$ cat config.mk
export PLATFORM = sky130hd
export DESIGN_NAME = alu_pipe_flat
export DESIGN_NICKNAME = d
export VERILOG_FILES = /design/src/rtl/alu_pipe_if.sv /design/src/rtl/alu_pipe.sv /design/src/flat_wrapper.sv
export SDC_FILE = /design/constraint.sdc
export NUM_CORES = 1
export LEC_CHECK = 0
export CORE_AREA = 5 5 115 117
export CTS_BUF_LIST = sky130_fd_sc_hd__clkbuf_16
export DETAILED_ROUTE_END_ITERATION = 7
export DIE_AREA = 0 0 120 122
export GPL_TIMING_DRIVEN = 0
export PLACE_DENSITY = 0.74
export SYNTH_ARGS = -nofsm -noshare
export SYNTH_HDL_FRONTEND = slang
export SYNTH_SLANG_ARGS = --single-unit
$ cat constraint.sdc
create_clock -name i_clk -period 3.3 [get_ports i_clk]
set_clock_uncertainty 0.15 [all_clocks]
set_input_delay 0.66 -clock i_clk [delete_from_list [all_inputs] [get_ports i_clk]]
set_output_delay 0.66 -clock i_clk [all_outputs]
set_load 0.03 [all_outputs]
$ cat src/rtl/alu_pipe_if.sv
// Operand/result handshake bundle for alu_pipe: operation request side plus
// registered result and flags.
interface alu_pipe_if #(
    parameter int WIDTH = 8
);
    logic             i_valid;
    logic             o_ready;
    logic [WIDTH-1:0] i_a;
    logic [WIDTH-1:0] i_b;
    logic [3:0]       i_op;
    logic             o_valid;
    logic             i_ready;
    logic [WIDTH-1:0] o_res;
    logic             o_carry;
    logic             o_zero;
    logic             o_neg;
    logic             o_ovf;
    logic             o_err;

    modport master (
        output i_valid, i_a, i_b, i_op, i_ready,
        input  o_ready, o_valid, o_res, o_carry, o_zero, o_neg, o_ovf, o_err
    );

    modport slave (
        input  i_valid, i_a, i_b, i_op, i_ready,
        output o_ready, o_valid, o_res, o_carry, o_zero, o_neg, o_ovf, o_err
    );
endinterface

$ cat src/rtl/alu_pipe.sv
// Parametrised ALU with registered result/flags, valid/ready handshakes and an
// iterative shift-add multiplier; one operation in flight at a time.
module alu_pipe #(
    parameter  int WIDTH = 8,
    localparam int SHW   = $clog2(WIDTH)
) (
    input  logic      i_clk,
    input  logic      i_rstn,
    alu_pipe_if.slave bus
);
    localparam int CW = $clog2(WIDTH + 1);

    localparam logic [3:0] OP_ADD = 4'h0, OP_SUB = 4'h1, OP_AND = 4'h2, OP_OR  = 4'h3,
                           OP_XOR = 4'h4, OP_NOT = 4'h5, OP_SHR = 4'h6, OP_SHL = 4'h7,
                           OP_ASR = 4'h8, OP_ROL = 4'h9, OP_ROR = 4'hA, OP_ADC = 4'hB,
                           OP_SBB = 4'hC, OP_MUL = 4'hD;

    typedef enum logic {IDLE, BUSY} state_t;

    state_t               state_q, state_d;
    logic                 valid_q, valid_d;
    logic [WIDTH-1:0]     res_q, res_d;
    logic                 carry_q, carry_d, zero_q, zero_d, neg_q, neg_d;
    logic                 ovf_q, ovf_d, err_q, err_d, cf_q, cf_d;
    logic [2*WIDTH-1:0]   acc_q, acc_d, mcand_q, mcand_d;
    logic [WIDTH-1:0]     mplier_q, mplier_d;
    logic [CW-1:0]        cnt_q, cnt_d;

    logic [WIDTH-1:0]     a, b, alu_res;
    logic [SHW-1:0]       sh;
    logic                 cin, alu_c, alu_v, alu_err, ready, accept;
    logic [WIDTH:0]       sum_w, dif_w;
    logic [2*WIDTH-1:0]   shr_w, shl_w, acc_next;
    logic signed [2*WIDTH-1:0] asr_w;

    // Shifts run over a 2*WIDTH window so the last bit shifted out lands at a
    // fixed position, which also yields carry=0 for a zero shift amount.
    always_comb begin
        a       = bus.i_a;
        b       = bus.i_b;
        sh      = bus.i_b[SHW-1:0];
        cin     = (bus.i_op == OP_ADC || bus.i_op == OP_SBB) ? cf_q : 1'b0;
        sum_w   = {1'b0, a} + {1'b0, b} + {{WIDTH{1'b0}}, cin};
        dif_w   = {1'b0, a} - {1'b0, b} - {{WIDTH{1'b0}}, cin};
        shr_w   = {a, {WIDTH{1'b0}}} >> sh;
        shl_w   = {{WIDTH{1'b0}}, a} << sh;
        asr_w   = $signed({a, {WIDTH{1'b0}}}) >>> sh;
        alu_res = '0;
        alu_c   = 1'b0;
        alu_v   = 1'b0;
        alu_err = 1'b0;
        case (bus.i_op)
            OP_ADD, OP_ADC: begin
                alu_res = sum_w[WIDTH-1:0];
                alu_c   = sum_w[WIDTH];
                alu_v   = (a[WIDTH-1] == b[WIDTH-1]) && (alu_res[WIDTH-1] != a[WIDTH-1]);
            end
            OP_SUB, OP_SBB: begin
                alu_res = dif_w[WIDTH-1:0];
                alu_c   = dif_w[WIDTH];
                alu_v   = (a[WIDTH-1] != b[WIDTH-1]) && (alu_res[WIDTH-1] != a[WIDTH-1]);
            end
            OP_AND: alu_res = a & b;
            OP_OR:  alu_res = a | b;
            OP_XOR: alu_res = a ^ b;
            OP_NOT: alu_res = ~a;
            OP_SHR: begin
                alu_res = shr_w[2*WIDTH-1:WIDTH];
                alu_c   = shr_w[WIDTH-1];
            end
            OP_SHL: begin
                alu_res = shl_w[WIDTH-1:0];
                alu_c   = shl_w[WIDTH];
            end
            OP_ASR: begin
                alu_res = asr_w[2*WIDTH-1:WIDTH];
                alu_c   = asr_w[WIDTH-1];
            end
            OP_ROL: begin
                alu_res = shl_w[WIDTH-1:0] | shl_w[2*WIDTH-1:WIDTH];
                alu_c   = shl_w[WIDTH];
            end
            OP_ROR: begin
                alu_res = shr_w[2*WIDTH-1:WIDTH] | shr_w[WIDTH-1:0];
                alu_c   = shr_w[WIDTH-1];
            end
            OP_MUL: alu_res = '0;
            default: alu_err = 1'b1;
        endcase
    end

    // Handshake, result load and the MUL iteration state machine.
    always_comb begin
        ready    = (state_q == IDLE) && (!valid_q || bus.i_ready);
        accept   = bus.i_valid && ready;
        acc_next = mplier_q[0] ? acc_q + mcand_q : acc_q;
        state_d  = state_q;
        valid_d  = valid_q;
        res_d    = res_q;
        carry_d  = carry_q;
        zero_d   = zero_q;
        neg_d    = neg_q;
        ovf_d    = ovf_q;
        err_d    = err_q;
        cf_d     = cf_q;
        acc_d    = acc_q;
        mcand_d  = mcand_q;
        mplier_d = mplier_q;
        cnt_d    = cnt_q;
        if (valid_q && bus.i_ready) valid_d = 1'b0;
        case (state_q)
            IDLE: begin
                if (accept && bus.i_op == OP_MUL) begin
                    state_d  = BUSY;
                    acc_d    = '0;
                    mcand_d  = {{WIDTH{1'b0}}, a};
                    mplier_d = b;
                    cnt_d    = CW'(WIDTH);
                end else if (accept) begin
                    valid_d = 1'b1;
                    res_d   = alu_res;
                    carry_d = alu_c;
                    zero_d  = !alu_err && (alu_res == '0);
                    neg_d   = alu_res[WIDTH-1];
                    ovf_d   = alu_v;
                    err_d   = alu_err;
                    if (!alu_err) cf_d = alu_c;
                end
            end
            BUSY: begin
                acc_d    = acc_next;
                mcand_d  = mcand_q << 1;
                mplier_d = mplier_q >> 1;
                cnt_d    = cnt_q - CW'(1);
                if (cnt_q == CW'(1)) begin
                    state_d = IDLE;
                    valid_d = 1'b1;
                    res_d   = acc_next[WIDTH-1:0];
                    carry_d = |acc_next[2*WIDTH-1:WIDTH];
                    zero_d  = (acc_next[WIDTH-1:0] == '0);
                    neg_d   = acc_next[WIDTH-1];
                    ovf_d   = 1'b0;
                    err_d   = 1'b0;
                    cf_d    = |acc_next[2*WIDTH-1:WIDTH];
                end
            end
            default: state_d = IDLE;
        endcase
    end

    always_ff @(posedge i_clk or negedge i_rstn) begin
        if (!i_rstn) begin
            state_q  <= IDLE;
            valid_q  <= 1'b0;
            res_q    <= '0;
            carry_q  <= 1'b0;
            zero_q   <= 1'b0;
            neg_q    <= 1'b0;
            ovf_q    <= 1'b0;
            err_q    <= 1'b0;
            cf_q     <= 1'b0;
            acc_q    <= '0;
            mcand_q  <= '0;
            mplier_q <= '0;
            cnt_q    <= '0;
        end else begin
            state_q  <= state_d;
            valid_q  <= valid_d;
            res_q    <= res_d;
            carry_q  <= carry_d;
            zero_q   <= zero_d;
            neg_q    <= neg_d;
            ovf_q    <= ovf_d;
            err_q    <= err_d;
            cf_q     <= cf_d;
            acc_q    <= acc_d;
            mcand_q  <= mcand_d;
            mplier_q <= mplier_d;
            cnt_q    <= cnt_d;
        end
    end

    assign bus.o_ready = ready;
    assign bus.o_valid = valid_q;
    assign bus.o_res   = res_q;
    assign bus.o_carry = carry_q;
    assign bus.o_zero  = zero_q;
    assign bus.o_neg   = neg_q;
    assign bus.o_ovf   = ovf_q;
    assign bus.o_err   = err_q;
endmodule

$ cat src/flat_wrapper.sv
// flat-port wrapper written by rule: the top's interface ports become plain ports
module alu_pipe_flat 
#(
    parameter  int WIDTH = 8,
    localparam int SHW   = $clog2(WIDTH)
)
  (i_clk, i_rstn, bus_i_valid, bus_i_a, bus_i_b, bus_i_op, bus_i_ready, bus_o_ready, bus_o_valid, bus_o_res, bus_o_carry, bus_o_zero, bus_o_neg, bus_o_ovf, bus_o_err);
  alu_pipe_if #(.WIDTH(WIDTH)) bus_i ();
  input  logic i_clk;
  input  logic i_rstn;
  input wire logic [$bits(bus_i.i_valid)-1:0] bus_i_valid;
  input wire logic [$bits(bus_i.i_a)-1:0] bus_i_a;
  input wire logic [$bits(bus_i.i_b)-1:0] bus_i_b;
  input wire logic [$bits(bus_i.i_op)-1:0] bus_i_op;
  input wire logic [$bits(bus_i.i_ready)-1:0] bus_i_ready;
  output wire logic [$bits(bus_i.o_ready)-1:0] bus_o_ready;
  output wire logic [$bits(bus_i.o_valid)-1:0] bus_o_valid;
  output wire logic [$bits(bus_i.o_res)-1:0] bus_o_res;
  output wire logic [$bits(bus_i.o_carry)-1:0] bus_o_carry;
  output wire logic [$bits(bus_i.o_zero)-1:0] bus_o_zero;
  output wire logic [$bits(bus_i.o_neg)-1:0] bus_o_neg;
  output wire logic [$bits(bus_i.o_ovf)-1:0] bus_o_ovf;
  output wire logic [$bits(bus_i.o_err)-1:0] bus_o_err;
  assign bus_i.i_valid = bus_i_valid;
  assign bus_i.i_a = bus_i_a;
  assign bus_i.i_b = bus_i_b;
  assign bus_i.i_op = bus_i_op;
  assign bus_i.i_ready = bus_i_ready;
  assign bus_o_ready = bus_i.o_ready;
  assign bus_o_valid = bus_i.o_valid;
  assign bus_o_res = bus_i.o_res;
  assign bus_o_carry = bus_i.o_carry;
  assign bus_o_zero = bus_i.o_zero;
  assign bus_o_neg = bus_i.o_neg;
  assign bus_o_ovf = bus_i.o_ovf;
  assign bus_o_err = bus_i.o_err;
  alu_pipe #(.WIDTH(WIDTH)) u_core (.i_clk(i_clk), .i_rstn(i_rstn), .bus(bus_i));
endmodule
Yosys cells after proc, flatten, opt, wreduce, memory -nomap -nowiden
Index checks and enable logic that the tools add are counted.
Word-level totals
  bits of input ports: 24
  logic and storage cells: 122
  flip-flop bits (word level): 60
Operators by class
  muxes and demuxes: 49
  reduce and logical (&&, ||, !) cells: 21
  bitwise logic cells: 7
  equal/unequal tests: 23
  shift-type cells: 3
  add/subtract/negate cells: 6
Operators by type and width (count)
  8-bit one-hot mux with 11 select lines: 1
  16-bit one-hot mux with 2 select lines: 2
  16-bit two-way mux: 3
  8-bit two-way mux: 4
  8-bit one-hot mux with 2 select lines: 2
  1-bit two-way mux: 25
  4-bit == test, second input constant: 6
  8-bit bitwise OR: 3
  1-bit one-hot mux with 2 select lines: 9
  16-bit adder: 1
  4-bit by 3-bit == test with 1-bit output, second input constant: 4
  8-bit zero test: 2
  8-bit by 3-bit left shift with 16-bit output: 1
  16-bit by 3-bit >> shifter with 16-bit output: 1
  16-bit by 3-bit >>> shifter with 16-bit output: 1
  14-bit OR reduction: 1
  8-bit by 8-bit adder with 9-bit output: 1
  9-bit by 1-bit adder with 9-bit output: 1
  8-bit by 8-bit subtractor with 9-bit output: 1
  9-bit by 1-bit subtractor with 9-bit output: 1
  8-bit bitwise AND: 1
  4-bit by 1-bit == test with 1-bit output, second input constant: 2
  4-bit by 2-bit == test with 1-bit output, second input constant: 2
  2-bit inequality test, second input constant: 4
  18 further kinds: 30

Logic depth before layout (Yosys ltp)
  depth in word-level cells: 10
  depth in mapped cells: 19
  gate-level depth less buffers: 17

Worst setup path before layout
No wires, ideal clock.
  kind: input-to-reg
  start point: in bus_i_op[1]
  end point: reg u_core.zero_q, in the netlist u_core.bus.o_zero
  buffers on the path: 3
  arrival: 3.761 ns
  library setup time: 0.066 ns
  stages: 16
  path slack: -0.677 ns
  data required time: 3.084 ns
  path through: buf_2 buf_2 clkbuf_1 nand2b_1 nand2_1 nand3_1 fa_1 fa_1 o21a_1 nor2_1 xnor2_1 a32o_1 a2111oi_0 o211ai_1 nor4_1 a41o_1
Between the ends
  longest elaborated chain between the ends: 10
  elaborated cells on any way between the ends: 30
  classes of those cells: 2 x add/sub; 14 x eq/ne; 5 x mux; 9 x reduce/logical
RTL lines
  start: declaration: line flat_wrapper.sv:14  | input wire logic [$bits(bus_i.i_op)-1:0] bus_i_op;
  4-bit == test: line alu_pipe.sv:42, alu_pipe.sv:52
  1-bit logical OR: line alu_pipe.sv:42  | cin = (bus.i_op == OP_ADC || bus.i_op == OP_SBB) ? cf_q : 1'b0;
  1-bit two-way mux: line alu_pipe.sv:42
  9-bit by 1-bit subtractor with 9-bit output or 9-bit by 1-bit adder with 9-bit output (tied branches): line alu_pipe.sv:44, alu_pipe.sv:43
  8-bit one-hot mux with 11 select lines: line alu_pipe.sv:52  | case (bus.i_op)
  8-bit zero test: line alu_pipe.sv:123  | zero_d = !alu_err && (alu_res == '0);
  1-bit logical AND: line alu_pipe.sv:123
  1-bit two-way mux: line alu_pipe.sv:119  | end else if (accept) begin
  1-bit two-way mux: line alu_pipe.sv:113  | if (accept && bus.i_op == OP_MUL) begin
  1-bit one-hot mux with 2 select lines: line alu_pipe.sv:111  | case (state_q)
  end signal: assignment: line alu_pipe.sv:171  | zero_q <= zero_d;
  end: declaration: line alu_pipe.sv:23  | logic carry_q, carry_d, zero_q, zero_d, neg_q, neg_d;
Several ways; a longest one is shown, not always the timed one. The select of a mux whose other input is x is not followed.
A chain may end at the register's enable or synchronous reset.

Final worst setup path
  start point: in bus_i_op[2]
  end point: reg u_core.res_q[4], in the netlist u_core.bus.o_res[4]
Between the ends
  longest elaborated chain between the ends: 8
  elaborated cells on any way between the ends: 27
  classes of those cells: 2 x add/sub; 14 x eq/ne; 5 x mux; 6 x reduce/logical
RTL lines
  4-bit == test: line alu_pipe.sv:42, alu_pipe.sv:52
  1-bit logical OR: line alu_pipe.sv:42
  1-bit two-way mux: line alu_pipe.sv:42
  9-bit by 1-bit subtractor with 9-bit output or 9-bit by 1-bit adder with 9-bit output (tied branches): line alu_pipe.sv:44, alu_pipe.sv:43
  8-bit one-hot mux with 11 select lines: line alu_pipe.sv:52
  8-bit two-way mux: line alu_pipe.sv:119
  8-bit two-way mux: line alu_pipe.sv:113
  8-bit one-hot mux with 2 select lines: line alu_pipe.sv:111
  end signal: assignment: line alu_pipe.sv:169  | res_q <= res_d;
  end: declaration: line alu_pipe.sv:22  | logic [WIDTH-1:0] res_q, res_d;
Several ways; a longest one is shown, not always the timed one. The select of a mux whose other input is x is not followed.

==> impl_metrics.csv <==
group,metric,value,unit
placement,dp_hpwl,16.7,mm
cts,cts_hold_buf,0,
power_and_ir_drop,pwr-share-seq,0.228,
cts,cts_root_buffer,"clkbuf_16",
timing,rsz0062_at_grt,"yes",
cts,h-tree-depth,3,
power_and_ir_drop,leakagePower,3.14,nW
detailed_routing,wl,21.9,mm
global_route,grt_max_degree,39,
logic_synthesis,synth_enable_flop_cells,0,
global_route,grt_pass1_wl,34.0,mm
critical_path,arrival,3.63,ns
timing,fmax,280,MHz
placement,postPlaceCellArea,6400,um2
power_and_ir_drop,p_int,0.00305,W
cts,clk_latency,0.33,ns
timing,hold_violations,0,
layout,diodes,0,
outcome,outcome,"complete, but fails checks",
critical_path,worstPathRequired,3.35,ns
power_and_ir_drop,p_sw,0.00269,W
timing,fin_ws,-0.274,ns
logic_synthesis,yosysTopAreaCellShare,0.256,
cts,cts_tree,"built",
layout,num-nets-final,882,
floorplanning,die_w,120,um
logic_synthesis,synth_ff_type,"dfrtp_1",
timing,min_period_over_period,1.08,
detailed_routing,vias,6148,
layout,nFillCells,1105,
placement,portBuffers,36,
critical_path,critPathLaunchType,"input port",
hold_path,hold_path_class,"in2async",
floorplanning,ioPinCount,39,
global_route,grt_overflow_total,0,
critical_path,criticalPathCategory,"in2reg",
power_and_ir_drop,p_clk_frac,0.158,
placement,gp_congestion,0.975,
logic_synthesis,synthTopCellsByArea,"dfrtp_1, ha_1, nand2_1",
floorplanning,die-area,14600,um2
floorplanning,start_util,0.471,
logic_synthesis,synthesis.area,5770,um2
layout,design_area,7260,um2
outcome,violations,"negative setup slack",
floorplanning,core,12300,um2
cts,cts.sinks,59,
placement,place_ws,-1.68,ns
cts,cts_made_buffers,9,
critical_path,critPathMaxFanout,3,
layout,multi_input_area,4240,um2
global_route,antenna_found_initial,0,
cts,cts.path.max_buffers,2,
layout,seqCellArea,1480,um2
detailed_routing,drtIter0Drc,705,
detailed_routing,antenna_left,0,
power_and_ir_drop,irDropWorstVdd,0.331,mV
critical_path,crit_path_end_kind,"flip-flop",
timing,maxSlewViolCount,0,
logic_synthesis,syn_inst,728,
global_route,grtUsageTotal,0.300,
timing,setup_viol,7,
detailed_routing,drc_errors,0,
logic_synthesis,ys_seq_area_frac,0.256,
power_and_ir_drop,p_comb_frac,0.614,
detailed_routing,routed_via_density,6.40,
timing,period_needed,3.57,ns
timing,holdWs,0.154,ns
power_and_ir_drop,powerDensity,791,nW/um2
cts,clkTransAtPathRegs,0.05,ns
run,max_cap_viol_count,0,
detailed_routing,dr.pass1.iters,8,
logic_synthesis,synth.most_common_cell,"nand2_1",
layout,area_growth,25.7,%
logic_synthesis,ys_ff_latch,59,
floorplanning,rows,41,
timing,worst_pin_slew,0.926,ns
global_route,first_global_vias,6253,
detailed_routing,wl_per_cell,22.8,um
logic_synthesis,syn_nets,805,
logic_synthesis,synth_top_cells_by_count,"nand2_1, nor2_1, dfrtp_1",
logic_synthesis,post-synth-top-area-cell,"dfrtp_1",
timing,setup_tns,-1.05,ns
logic_synthesis,yosys.cell_types.count,74,
logic_synthesis,async_flop_share,1.00,
power_and_ir_drop,switching_share,0.469,
logic_synthesis,yosysWarnings,0,
timing,relSlewSlack,0.380,
floorplanning,chipHeight,122,um
layout,drive_above_1_share,0.179,
logic_synthesis,avgSynthCellArea,7.93,um2
-- state kept, by name, indices dropped and copies added, names as in the netlist --
name and flops:
u_core.mcand_q 16, u_core.acc_q 16, u_core.bus.o_carry 1, u_core.state_q 1, u_core.bus.o_zero 1, u_core.mplier_q 8, u_core.bus.o_neg 1, u_core.bus.o_valid 1
u_core.bus.o_err 1, u_core.bus.o_res 7, u_core.cnt_q 4, u_core.bus.o_ovf 1, u_core.cf_q 1
-- metal layers --
metal / track usage / share of wire
met1: 0.349 / 0.39
met2: 0.529 / 0.49
met3: 0.0404 / 0.059
met4: 0.174 / 0.058
met5: 0 / 0
-- power groups by stage --
stage	logic (W)	registers [W]	clock network, W
5_1_grt	0.00383	0.00134	0.000943
6_report	0.00352	0.00131	0.000907
4_1_cts	0.00342	0.00130	0.000913
2_1_floorplan	0.00222	0.00135	0
3_5_place_dp	0.00325	0.00131	0
3_3_place_gp	0.00312	0.00129	0
-- layout by cell type, fill, tap and decap left out, types with 5 or more instances in the layout --
cell type and instances:
nor2b_1 6, clkdlybuf4s50_1 24, o21ai_0 45, inv_1 35, a211oi_1 8, o21ai_1 8, o22ai_1 22, a31oi_1 6
dlygate4sd2_1 7, mux4_2 5, o21a_1 6, buf_2 9, nand2b_1 12, nand3_1 16, buf_4 32, a21oi_2 5
dfrtp_1 59, nor3_1 10, a21oi_1 41, xor2_1 12, clkbuf_16 10, mux2i_1 21, xnor2_1 9, nand3b_1 5
ha_1 43, nand2_1 86, nor2_1 73, o31ai_1 6, clkbuf_1 23, a21o_1 9, mux2_2 9
-- path summary, 6_finish.rpt --
check	startpoint	end	slack, ns	cells after the start
worst max-delay path	bus_i_op[2]	u_core.bus.o_res[4]	-0.27	17
worst max register to register	u_core.mcand_q[0]	u_core.cf_q	-0.13	11
max in group asynchronous	i_rstn	u_core.bus.o_carry	2.25	2
min in group i_clk	u_core.bus.o_res[4]	u_core.bus.o_res[4]	0.35	2
worst min register to register	u_core.bus.o_res[4]	u_core.bus.o_res[4]	0.35	2
worst min-delay path	i_rstn	u_core.mcand_q[9]	0.15	1
-- cell type report --
type	count	share of cell area
sequential	59	0.203
clock inverter	7	0.00810
clock buffer	9	0.0310
multi-input combinational	580	0.584
tap	150	0.0259
inverter	41	0.0222
timing repair buffer	67	0.0810
buffer	47	0.0448
-- per-stage QoR --
step	instances	utilization	total power (W)
floorplan	728	-	0.00357
CTS	951	0.579	0.00563
detailed placement	915	0.522	0.00455
global route	960	0.592	0.00611
finish	960	0.592	0.00574
global placement	914	0.521	0.00441
-- worst max-delay path, stage by stage --
cell and delay (ns):
buf_8 0.10, buf_8 0.11, nand3b_1 0.19, nand2_2 0.10, nand3_4 0.07, fa_2 0.41
fa_2 0.41, o21a_1 0.19, nor2_2 0.13, buf_4 0.13, xnor2_2 0.06, a32o_2 0.23
a2111oi_4 0.27, o211ai_1 0.21, buf_4 0.19, nor2_4 0.08, o31ai_2 0.07
-- timing repair --
action | CTS | global route
resized for setup | 93 | 30
pin swaps | 19 | 27
endpoints found under the setup margin | 23 | 11
buffers inserted | 21 | 9
-- cells by family (layout without fill, tap and decap cells) --
logic type,count (synthesis),after routing,synth area share
and+or+nand+nor,243,243,0.191
xor gates and xnor gates,23,23,0.0349
buffers and inverters,89,171,0.0609
adders and majority gates,53,53,0.121
muxes,37,37,0.0778
AOI/OAI and AO/OA,224,224,0.258
DFF,59,59,0.256
Note: power is estimated with default switching activity, not from simulation.
